### config.mk
export PLATFORM = sky130hd
export DESIGN_NAME = cla_addsub_pipe
export DESIGN_NICKNAME = d
export VERILOG_FILES = /design/src/rtl/cla_addsub_pipe.sv
export SDC_FILE = /design/constraint.sdc
export NUM_CORES = 1
export LEC_CHECK = 0
export CAP_MARGIN = 10
export CORE_ASPECT_RATIO = 1.5
export CORE_MARGIN = 10
export CORE_UTILIZATION = 46
export DETAILED_ROUTE_END_ITERATION = 10
export PLACE_DENSITY = 0.82
export SLEW_MARGIN = 10
export SYNTH_ARGS = -nofsm -noshare
export SYNTH_HDL_FRONTEND = slang
export SYNTH_SLANG_ARGS = --single-unit
### constraint.sdc
create_clock -name clk -period 2.2 [get_ports clk]
set_input_delay 0.44 -clock clk [delete_from_list [all_inputs] [get_ports clk]]
set_output_delay 0.44 -clock clk [all_outputs]
set_load 0.005 [all_outputs]
### src/rtl/cla_addsub_pipe.sv
// Two-stage pipelined carry-lookahead adder/subtractor with valid/ready on both sides.
// Stage 1 registers the per-bit and per-group propagate/generate terms; stage 2 resolves the carries and registers the result.
module cla_addsub_pipe #(
  parameter int WIDTH = 16,
  parameter int GROUP = 4
) (
  input  logic             clk,
  input  logic             rst,
  input  logic             in_valid,
  output logic             in_ready,
  input  logic [WIDTH-1:0] a,
  input  logic [WIDTH-1:0] b,
  input  logic             cin,
  input  logic             op,
  output logic             out_valid,
  input  logic             out_ready,
  output logic [WIDTH-1:0] sum,
  output logic             cout,
  output logic             ovf,
  output logic             zero
);

  localparam int NG = WIDTH / GROUP;

  if (GROUP < 1 || GROUP > WIDTH || (WIDTH % GROUP) != 0) begin : g_bad_params
    $error("cla_addsub_pipe: WIDTH must be a positive multiple of GROUP");
  end

  // AND of v[lo..hi]; an empty span yields 1 so it acts as the identity in lookahead products
  function automatic logic and_span(input logic [WIDTH-1:0] v, input int lo, input int hi);
    logic r;
    r = 1'b1;
    for (int i = 0; i < WIDTH; i++) begin
      if (i >= lo && i <= hi) begin
        r = r & v[i];
      end else begin
        r = r;
      end
    end
    return r;
  endfunction

  // handshake / stage-advance
  logic s2_adv_s;
  logic s1_adv_s;
  logic accept_s;

  // stage 1 combinational
  logic [WIDTH-1:0] bx_s;
  logic             c0_s;
  logic [WIDTH-1:0] p_s;
  logic [WIDTH-1:0] g_s;
  logic [NG-1:0]    gp_s;
  logic [NG-1:0]    gg_s;

  // stage 1 registers
  logic             s1_valid_r;
  logic [WIDTH-1:0] a_r;
  logic [WIDTH-1:0] bx_r;
  logic             c0_r;
  logic             op_r;
  logic [WIDTH-1:0] p_r;
  logic [WIDTH-1:0] g_r;
  logic [NG-1:0]    gp_r;
  logic [NG-1:0]    gg_r;

  // stage 2 combinational
  logic [WIDTH-1:0] gp_w_s;
  logic [WIDTH-1:0] gg_w_s;
  logic [NG:0]      grp_c_s;
  logic [WIDTH:0]   bit_c_s;
  logic [WIDTH-1:0] sum_s;
  logic             cout_s;
  logic             ovf_s;
  logic             zero_s;

  // output registers
  logic             out_valid_r;
  logic [WIDTH-1:0] sum_r;
  logic             cout_r;
  logic             ovf_r;
  logic             zero_r;

  // Operands and op are kept in stage 1 for visibility but the result is formed from p/g alone
  logic unused_s;
  assign unused_s = ^{a_r, bx_r, op_r, g_r};

  // Pipeline advance: a stage moves when its successor is empty or draining this cycle
  always_comb begin
    s2_adv_s = ~out_valid_r | out_ready;
    s1_adv_s = ~s1_valid_r | s2_adv_s;
    accept_s = in_valid & s1_adv_s;
  end

  assign in_ready = s1_adv_s;

  // Operand prep and per-bit / per-group propagate-generate
  always_comb begin
    bx_s = op ? ~b : b;
    c0_s = op ? 1'b1 : cin;
    p_s  = a ^ bx_s;
    g_s  = a & bx_s;
    gp_s = {NG{1'b0}};
    gg_s = {NG{1'b0}};
    for (int k = 0; k < NG; k++) begin
      gp_s[k] = and_span(p_s, k * GROUP, k * GROUP + GROUP - 1);
      for (int j = 0; j < GROUP; j++) begin
        gg_s[k] = gg_s[k] |
                  (g_s[k * GROUP + j] & and_span(p_s, k * GROUP + j + 1, k * GROUP + GROUP - 1));
      end
    end
  end

  // Stage 1 capture on accept; a bubble enters when the stage advances with no accept
  always_ff @(posedge clk) begin
    if (rst) begin
      s1_valid_r <= 1'b0;
      a_r        <= {WIDTH{1'b0}};
      bx_r       <= {WIDTH{1'b0}};
      c0_r       <= 1'b0;
      op_r       <= 1'b0;
      p_r        <= {WIDTH{1'b0}};
      g_r        <= {WIDTH{1'b0}};
      gp_r       <= {NG{1'b0}};
      gg_r       <= {NG{1'b0}};
    end else if (accept_s) begin
      s1_valid_r <= 1'b1;
      a_r        <= a;
      bx_r       <= bx_s;
      c0_r       <= c0_s;
      op_r       <= op;
      p_r        <= p_s;
      g_r        <= g_s;
      gp_r       <= gp_s;
      gg_r       <= gg_s;
    end else if (s1_adv_s) begin
      s1_valid_r <= 1'b0;
    end
  end

  // Group carries as flat sum-of-products over GP/GG, then in-group carries from each C[k]
  always_comb begin
    gp_w_s             = {WIDTH{1'b0}};
    gg_w_s             = {WIDTH{1'b0}};
    gp_w_s[NG-1:0]     = gp_r;
    gg_w_s[NG-1:0]     = gg_r;
    grp_c_s            = {(NG + 1){1'b0}};
    bit_c_s            = {(WIDTH + 1){1'b0}};
    for (int k = 0; k <= NG; k++) begin
      grp_c_s[k] = c0_r & and_span(gp_w_s, 0, k - 1);
      for (int m = 0; m < k; m++) begin
        grp_c_s[k] = grp_c_s[k] | (gg_w_s[m] & and_span(gp_w_s, m + 1, k - 1));
      end
    end
    for (int k = 0; k < NG; k++) begin
      for (int j = 0; j < GROUP; j++) begin
        bit_c_s[k * GROUP + j] = grp_c_s[k] & and_span(p_r, k * GROUP, k * GROUP + j - 1);
        for (int l = 0; l < j; l++) begin
          bit_c_s[k * GROUP + j] = bit_c_s[k * GROUP + j] |
              (g_r[k * GROUP + l] & and_span(p_r, k * GROUP + l + 1, k * GROUP + j - 1));
        end
      end
    end
    bit_c_s[WIDTH] = grp_c_s[NG];
    sum_s  = p_r ^ bit_c_s[WIDTH-1:0];
    cout_s = grp_c_s[NG];
    ovf_s  = bit_c_s[WIDTH-1] ^ bit_c_s[WIDTH];
    zero_s = (sum_s == {WIDTH{1'b0}});
  end

  // Output registers: load only when stage 2 may advance, and hold the data across bubbles
  always_ff @(posedge clk) begin
    if (rst) begin
      out_valid_r <= 1'b0;
      sum_r       <= {WIDTH{1'b0}};
      cout_r      <= 1'b0;
      ovf_r       <= 1'b0;
      zero_r      <= 1'b0;
    end else if (s2_adv_s) begin
      out_valid_r <= s1_valid_r;
      if (s1_valid_r) begin
        sum_r  <= sum_s;
        cout_r <= cout_s;
        ovf_r  <= ovf_s;
        zero_r <= zero_s;
      end
    end
  end

  assign out_valid = out_valid_r;
  assign sum       = sum_r;
  assign cout      = cout_r;
  assign ovf       = ovf_r;
  assign zero      = zero_r;

endmodule

==> results.md, run 1 <==
- Status: finished with violations
- Failing checks: setup timing
- Top_reg_cell synth: dfxtp_1
- Vias/cell: around 5.3
- I/O Buffers: 58
- CP Class: reg -> reg
- Power Dens Cells: approximately 730 nW/um^2
- Cts-stage hold buffer count: 0
- Worst hold path cell count: 2
- Core Box Area: 6170 um^2
- First-pass GRT wire length: about 12,000 um
- Fin. max-slew vios: 0
- Delay-heaviest family, CP: compound AO/OA/AOI/OAI gates
- Synthesized Nets: ~430
- Synth Area per Inst: a little under 8 um^2
- Maximum vdd ir drop: around 0.42 mV
- Share of synthesized registers carrying an async set or reset: 0
- Post-synth top cells: nand2_1, a21oi_1, dfxtp_1
- Clock transition at path regs: 0.07 ns
- Gp weighted congestion: ~0.84
- Root Driver: clkbuf_8
- CP required: around 2.5 ns
- Worst-path cell chain: a21o_1 > a21oi_2 > inv_1 > ha_1 > nor2_1 > xnor2_1 > or4b_4 > a2111oi_4 > nand4bb_1 > o31ai_2
- CTS tree: yes
- Clock latency on the worst-skew pair: between 0.3 and 0.4 ns
- Top cells by area, synth: dfxtp_1, nand2_1, a21oi_1
- Synthesis Warnings: 0
- Final Critical Period: about 2.3 ns
- Cell variety after synth: 35
- TritonCTS Buffers: 9
- CP startpoint kind: flip-flop
- Power Total: 2890 uW
- Post-route ant nets: 0
- Antenna cells: 0
- Setup crit end kind: flip-flop
- Setup ws final: -0.115 ns
- Max Root-Sink Buffers: 2
- Hold Startpoint: rst
- Die Wd: around 85 um
- Crit path from: gp_r[0]
- Max-capacitance violation count: 0
- Row cnt: 35
- RSZ-0062 raised after global routing: true
- DR DRC count: 0
- CP Data Arrival Time: 2.58 ns
- Setup Viol. Count Final: 1
- IO Pins: 59
- Leading area contributor after synthesis: dfxtp_1
- Layout Cells excl Fill: roughly 520
- Largest net degree at the start of global routing: between 40 and 50
- Worst-margin pin slew: 0.409 ns
- Placed Cells: around 500
- Synth Instances: 374
- #FFs+latches synth: 58
- Post-Syn Area: around 2900 um^2
- Top-area cell type share of the netlist area: 0.394
- Routed via count: around 2,800
- DIE AREA: 10,100 um^2
- R2R depth: 10
- Final hold vios: 0
- Starting Density: 0.477
- Leading cell type by number of instances after synthesis: nand2_1
- Max stage delay on crit path: about 0.53 ns
- Gr ovfl total: 0
- Leakage: approximately 0.0016 uW
- DR pass1 iterations: 4
- Worst Skew: between 0.008 and 0.009 ns
- Share of cells above drive strength 1: 0.115
- Cell count along the critical path: 10
- Post-synth EDFFs: 0
- Max Clk Rate: between 400 and 500 MHz
- Total track usage: 0.143
- Initial antenna violation count: 0
- DRT iter0 DRCs: 117
- Fin nets: around 500
- Clock sink total: 58
- Max transition margin: 0.726
- Die height: around 120 um
- Area Growth Syn to Fin: 34.9%
- CP max FO: 4
- H-tree level count: 3
- Final HPWL DP: roughly 5400 um
- Tcrit/Tclk final: 1.05
- Detailed-route wire length: between 7000 and 8000 um
- Worst hold path type: in -> reg
- Worst r2r src: gp_r[0]
- Bufs and invs on worst path: 1
- Vias in the first global route: 2,795
- Critical path's slowest cell: or4b_4
- Post-synthesis sequential area ratio: 0.394
- Routed wire per std cell: 13.8 um
[flip-flops by register name (all words and copies together), names as in the netlist]
| name | count |
|---|---|
| c0_r | 1 |
| sum | 16 |
| s1_valid_r | 1 |
| zero | 1 |
| p_r | 16 |
| out_valid | 1 |
| gp_r | 4 |
| gg_r | 4 |
| ovf | 1 |
| g_r | 12 |
| cout | 1 |
[final timing paths]
| path | to | slack, ns |
|---|---|---|
| setup / recovery | zero | -0.12 |
| hold / removal | out_valid | 0.33 |
| setup reg to reg | zero | -0.12 |
| hold reg to reg | sum[10] | 0.45 |
[repair_timing]
item / CTS / global route
pin swaps: 3 / 3
buffers inserted: 1 / 1
hold endpoints to repair: 0 / 0
endpoints found under the setup margin: 1 / 2
gates cloned: 0 / 0
resized for setup: 1 / 4
[through the flow]
stage | area [um^2] | util | worst slack [ns] | TNS, ns | hold WS, ns
after floorplan | 2960 | - | 0.0165 | 0 | 0.436
after global placement | 3680 | 0.597 | -0.0224 | -0.0224 | 0.440
after detailed placement | 3680 | 0.597 | -0.114 | -0.122 | 0.447
after CTS | 3940 | 0.638 | -0.0761 | -0.0761 | 0.320
after global routing | 3970 | 0.643 | -0.262 | -0.262 | 0.345
final | 3970 | 0.643 | -0.115 | -0.115 | 0.334
[power breakdown]
part	internal [uW]	switching (uW)	leakage [uW]	total, uW
clock	763	419	0.000126	1180
combinational	274	257	0.000977	531
sequential	1120	58.2	0.000475	1170
[layer usage]
layer  track usage  wire length (um)  up-vias
li1              -                 -     1397
met1         0.148              2880     1263
met2         0.238              3670       77
met3        0.0478               395       17
met4        0.0878               207        0
met5             0                 0        -
[cells by family (layout without fill, tap and decap cells)]
group / Yosys count / count (layout) / share of synthesized area
flip-flops: 58 / 58 / 0.394
AND/OR/NAND/NOR: 158 / 158 / 0.232
AO/OA/AOI/OAI: 87 / 87 / 0.175
buffers and inverters: 23 / 94 / 0.0293
adder cells (fa/ha/maj): 20 / 20 / 0.0850
multiplexers: 1 / 1 / 0.00340
XOR/XNOR: 27 / 27 / 0.0803
[worst reg2reg max path, cell delays in order (launching register included)]
cell       delay [ns]
dfxtp_1          0.32
a21o_1           0.23
a21oi_2          0.19
inv_1            0.06
ha_1             0.18
nor2_1           0.12
xnor2_1          0.10
or4b_4           0.53
a2111oi_4        0.19
nand4bb_1        0.14
o31ai_2          0.18
[cell type report]
type / instances / area (um^2)
Tap cell: 74 / 92.6
Fill cell: 533 / 2200
Clock inverter: 3 / 68.8
Inverter: 2 / 7.51
Multi-Input combinational cell: 293 / 1740
Clock buffer: 13 / 179
Sequential cell: 58 / 1160
Timing Repair Buffer: 76 / 723
[cells in the final DEF (no fill, tap or decap), drive strengths merged, types with 5 or more instances in the layout]
cell type / synthesis / routed
nand2: 93 / 93
a21oi: 63 / 63
dfxtp: 58 / 58
clkdlybuf4s50: 0 / 57
nor2: 32 / 32
ha: 20 / 20
buf: 3 / 19
xor2: 18 / 18
clkbuf: 18 / 13
xnor2: 9 / 9
nand3: 7 / 7
a211oi: 6 / 6
nor2b: 6 / 6
nor3: 5 / 5
nand4: 5 / 5
a21o: 5 / 5
(Power assumes the default switching activity.)
==> run 2: changes to the inputs <==
Settings changed: TNS_END_PERCENT set to 10.
==> results of run 2 <==
No change in the layout: final DEF, timing and power equal those of run 1.
==> run 3: changes to the inputs <==
Settings changed: CORE_UTILIZATION 46 to 48, CTS_BUF_LIST set to sky130_fd_sc_hd__clkbuf_4 sky130_fd_sc_hd__clkbuf_8, PLACE_DENSITY 0.82 to 0.87.
==> run 3 against run 2 <==
The flow still finishes with violations (setup timing). Setup slack worse by 0.0017 ns. Utilization grew 3.6 points. Final area grew 0.41%. Global-route usage increased by 0.60 points. Largest cell class unchanged. Largest power group unchanged. Highest routed layer unchanged.
==> results.md, run 3 (synthesized netlist as in run 1, its figures left out) <==
- CP max FO: 4 (unchanged)
- Die height: 116 um (-1.7%)
- Layout Cells excl Fill: 517 (-0.39%)
- Core Box Area: 5870 um^2 (-4.9%)
- Setup crit end kind: flip-flop
- Worst-path cell chain: a21o_1 > a21oi_2 > inv_1 > ha_1 > nor2_2 > xnor2_1 > or4b_4 > a2111oi_4 > nand4bb_1 > o31ai_2
- Final HPWL DP: 5250 um (-3.4%)
- Total track usage: 0.149 (+0.00602)
- Worst hold path cell count: 2 (unchanged)
- Antenna cells: 0 (unchanged)
- Worst-margin pin slew: 0.568 ns (+0.159 ns)
- Hold slack: 0.316 ns (-0.0184 ns)
- Worst hold path type: in -> reg
- Detailed-route wire length: 7190 um (+0.64%)
- Die Wd: 83.9 um (-1.6%)
- RSZ-0062 raised after global routing: true
- Setup ws final: -0.117 ns (-0.00165 ns)
- Most frequent cells in the layout: nand2_1, a21oi_1, clkdlybuf4s50_1
- Root Driver: clkbuf_8
- Placed Cells: 497 (-0.80%)
- Max Clk Rate: 432 MHz (about the same)
- Routed wire per std cell: 13.9 um (+1.0%)
- Power Dens Cells: 736 nW/um^2 (+1.3%)
- Max stage delay on crit path: 0.54 ns (about the same)
- Row cnt: 34 (-2.9%)
- IO Pins: 59 (unchanged)
- Status: finished with violations
- Worst Skew: 0.00893 ns (+0.000682 ns)
- Largest net degree at the start of global routing: 60 (+43%)
- Vias/cell: 5.34 (+0.61%)
- CP required: 2.46 ns (about the same)
- Cell area after placement: 3680 um^2 (-0.14%)
- H-tree level count: 3 (unchanged)
- Leakage: 0.00159 uW (+0.48%)
- Tcrit/Tclk final: 1.05 (about the same)
- CTS tree: yes
- Max Root-Sink Buffers: 2 (unchanged)
- R2R depth: 10 (unchanged)
- Setup Viol. Count Final: 1 (unchanged)
- Initial antenna violation count: 0 (unchanged)
- Final hold vios: 0 (unchanged)
- First-pass GRT wire length: 12,000 um (-1.0%)
- Gp weighted congestion: 0.865 (+3.4%)
- TritonCTS Buffers: 9 (unchanged)
- I/O Buffers: 58 (unchanged)
- Max transition margin: 0.621 (-0.105)
- Clock transition at path regs: 0.06 ns (about the same)
- DR DRC count: 0 (unchanged)
- DIE AREA: 9730 um^2 (-3.3%)
- Fin. max-slew vios: 0 (unchanged)
- Max-capacitance violation count: 0 (unchanged)
- Gr ovfl total: 0 (unchanged)
- CP Class: reg -> reg
- Critical path's slowest cell: or4b_4
- Clock latency on the worst-skew pair: 0.34 ns (about the same)
- Cts-stage hold buffer count: 0 (unchanged)
- CP startpoint kind: flip-flop
- Final Critical Period: 2.32 ns (+0.00165 ns)
- Vias in the first global route: 2,723 (-2.6%)
- Area Growth Syn to Fin: 35.5%
- Clock sink total: 58 (unchanged)
- Routed via count: 2,760 (+0.22%)
- DRT iter0 DRCs: 209 (+79%)
- Failing checks: setup timing
- Starting Density: 0.501 (+0.0247)
- CP Data Arrival Time: 2.58 ns (about the same)
- DR pass1 iterations: 5 (+1)
- Maximum vdd ir drop: 0.499 mV (+20%)
- Share of cells above drive strength 1: 0.117 (+0.00225)
- Fin nets: 498 (unchanged)
- Final Cell Area: 3990 um^2 (+0.41%)
- Post-route ant nets: 0 (unchanged)
- Commonest non-fill, non-tap cell in the layout: nand2_1
-- run 3: cell type report --
| cell class | count | area, um^2 |
|---|---|---|
| inverters | 2 | 7.51 |
| clock inverters | 5 | 100 |
| multi-input cells | 293 | 1740 |
| repair buffers | 76 | 736 |
| well taps | 72 | 90.1 |
| fillers | 468 | 1880 |
| clock buffers | 11 | 151 |
| flip-flops and latches | 58 | 1160 |
-- run 3: worst max-delay path: cells and delay by family, from the launching register on --
family,cells,cell delay [ns]
flops,1,0.33
xor+xnor,1,0.09
buf+inv,1,0.06
simple gates,3,0.78
compound gates,4,0.79
fa+ha+maj,1,0.19
-- run 3: what timing repair did --
| action | in CTS | in global routing |
|---|---|---|
| endpoints found under the hold margin | 0 | 0 |
| cloned | 0 | 0 |
| setup buffers | 1 | 3 |
| pin swaps | 3 | 6 |
| gates resized for setup | 4 | 2 |
| endpoints found under the setup margin | 1 | 2 |
-- run 3: worst paths after layout --
| check | endpoint | slack [ns] | startpoint |
|---|---|---|---|
| max | zero | -0.12 | c0_r |
| min | out_valid | 0.32 | rst |
| max reg2reg | zero | -0.12 | c0_r |
| min reg2reg | sum[6] | 0.45 | sum[6] |
-- run 3: routing by layer --
metal / share of wire / wire [um] / vias up / global-route usage
met2: 0.53 / 3780 / 94 / 0.266
met1: 0.39 / 2770 / 1256 / 0.147
met3: 0.064 / 463 / 13 / 0.0485
met4: 0.024 / 176 / 0 / 0.0907
met5: 0 / 0 / - / 0
li1: - / - / 1397 / -
-- run 3: metrics by stage --
step / setup TNS [ns] / power [uW] / utilization / setup slack (ns)
3_5_place_dp: -0.115 / 1710 / 0.627 / -0.115
5_1_grt: -0.233 / 3080 / 0.679 / -0.233
6_report: -0.117 / 2940 / 0.679 / -0.117
2_1_floorplan: 0 / 1500 / - / 0.0165
4_1_cts: -0.0957 / 2950 / 0.675 / -0.0957
3_3_place_gp: -0.0171 / 1700 / 0.627 / -0.0171
-- run 3: where the power goes --
group | switching [uW] | internal [uW] | total (uW)
Combinational | 263 | 280 | 543
Sequential | 58.9 | 1120 | 1170
Clock | 410 | 810 | 1220
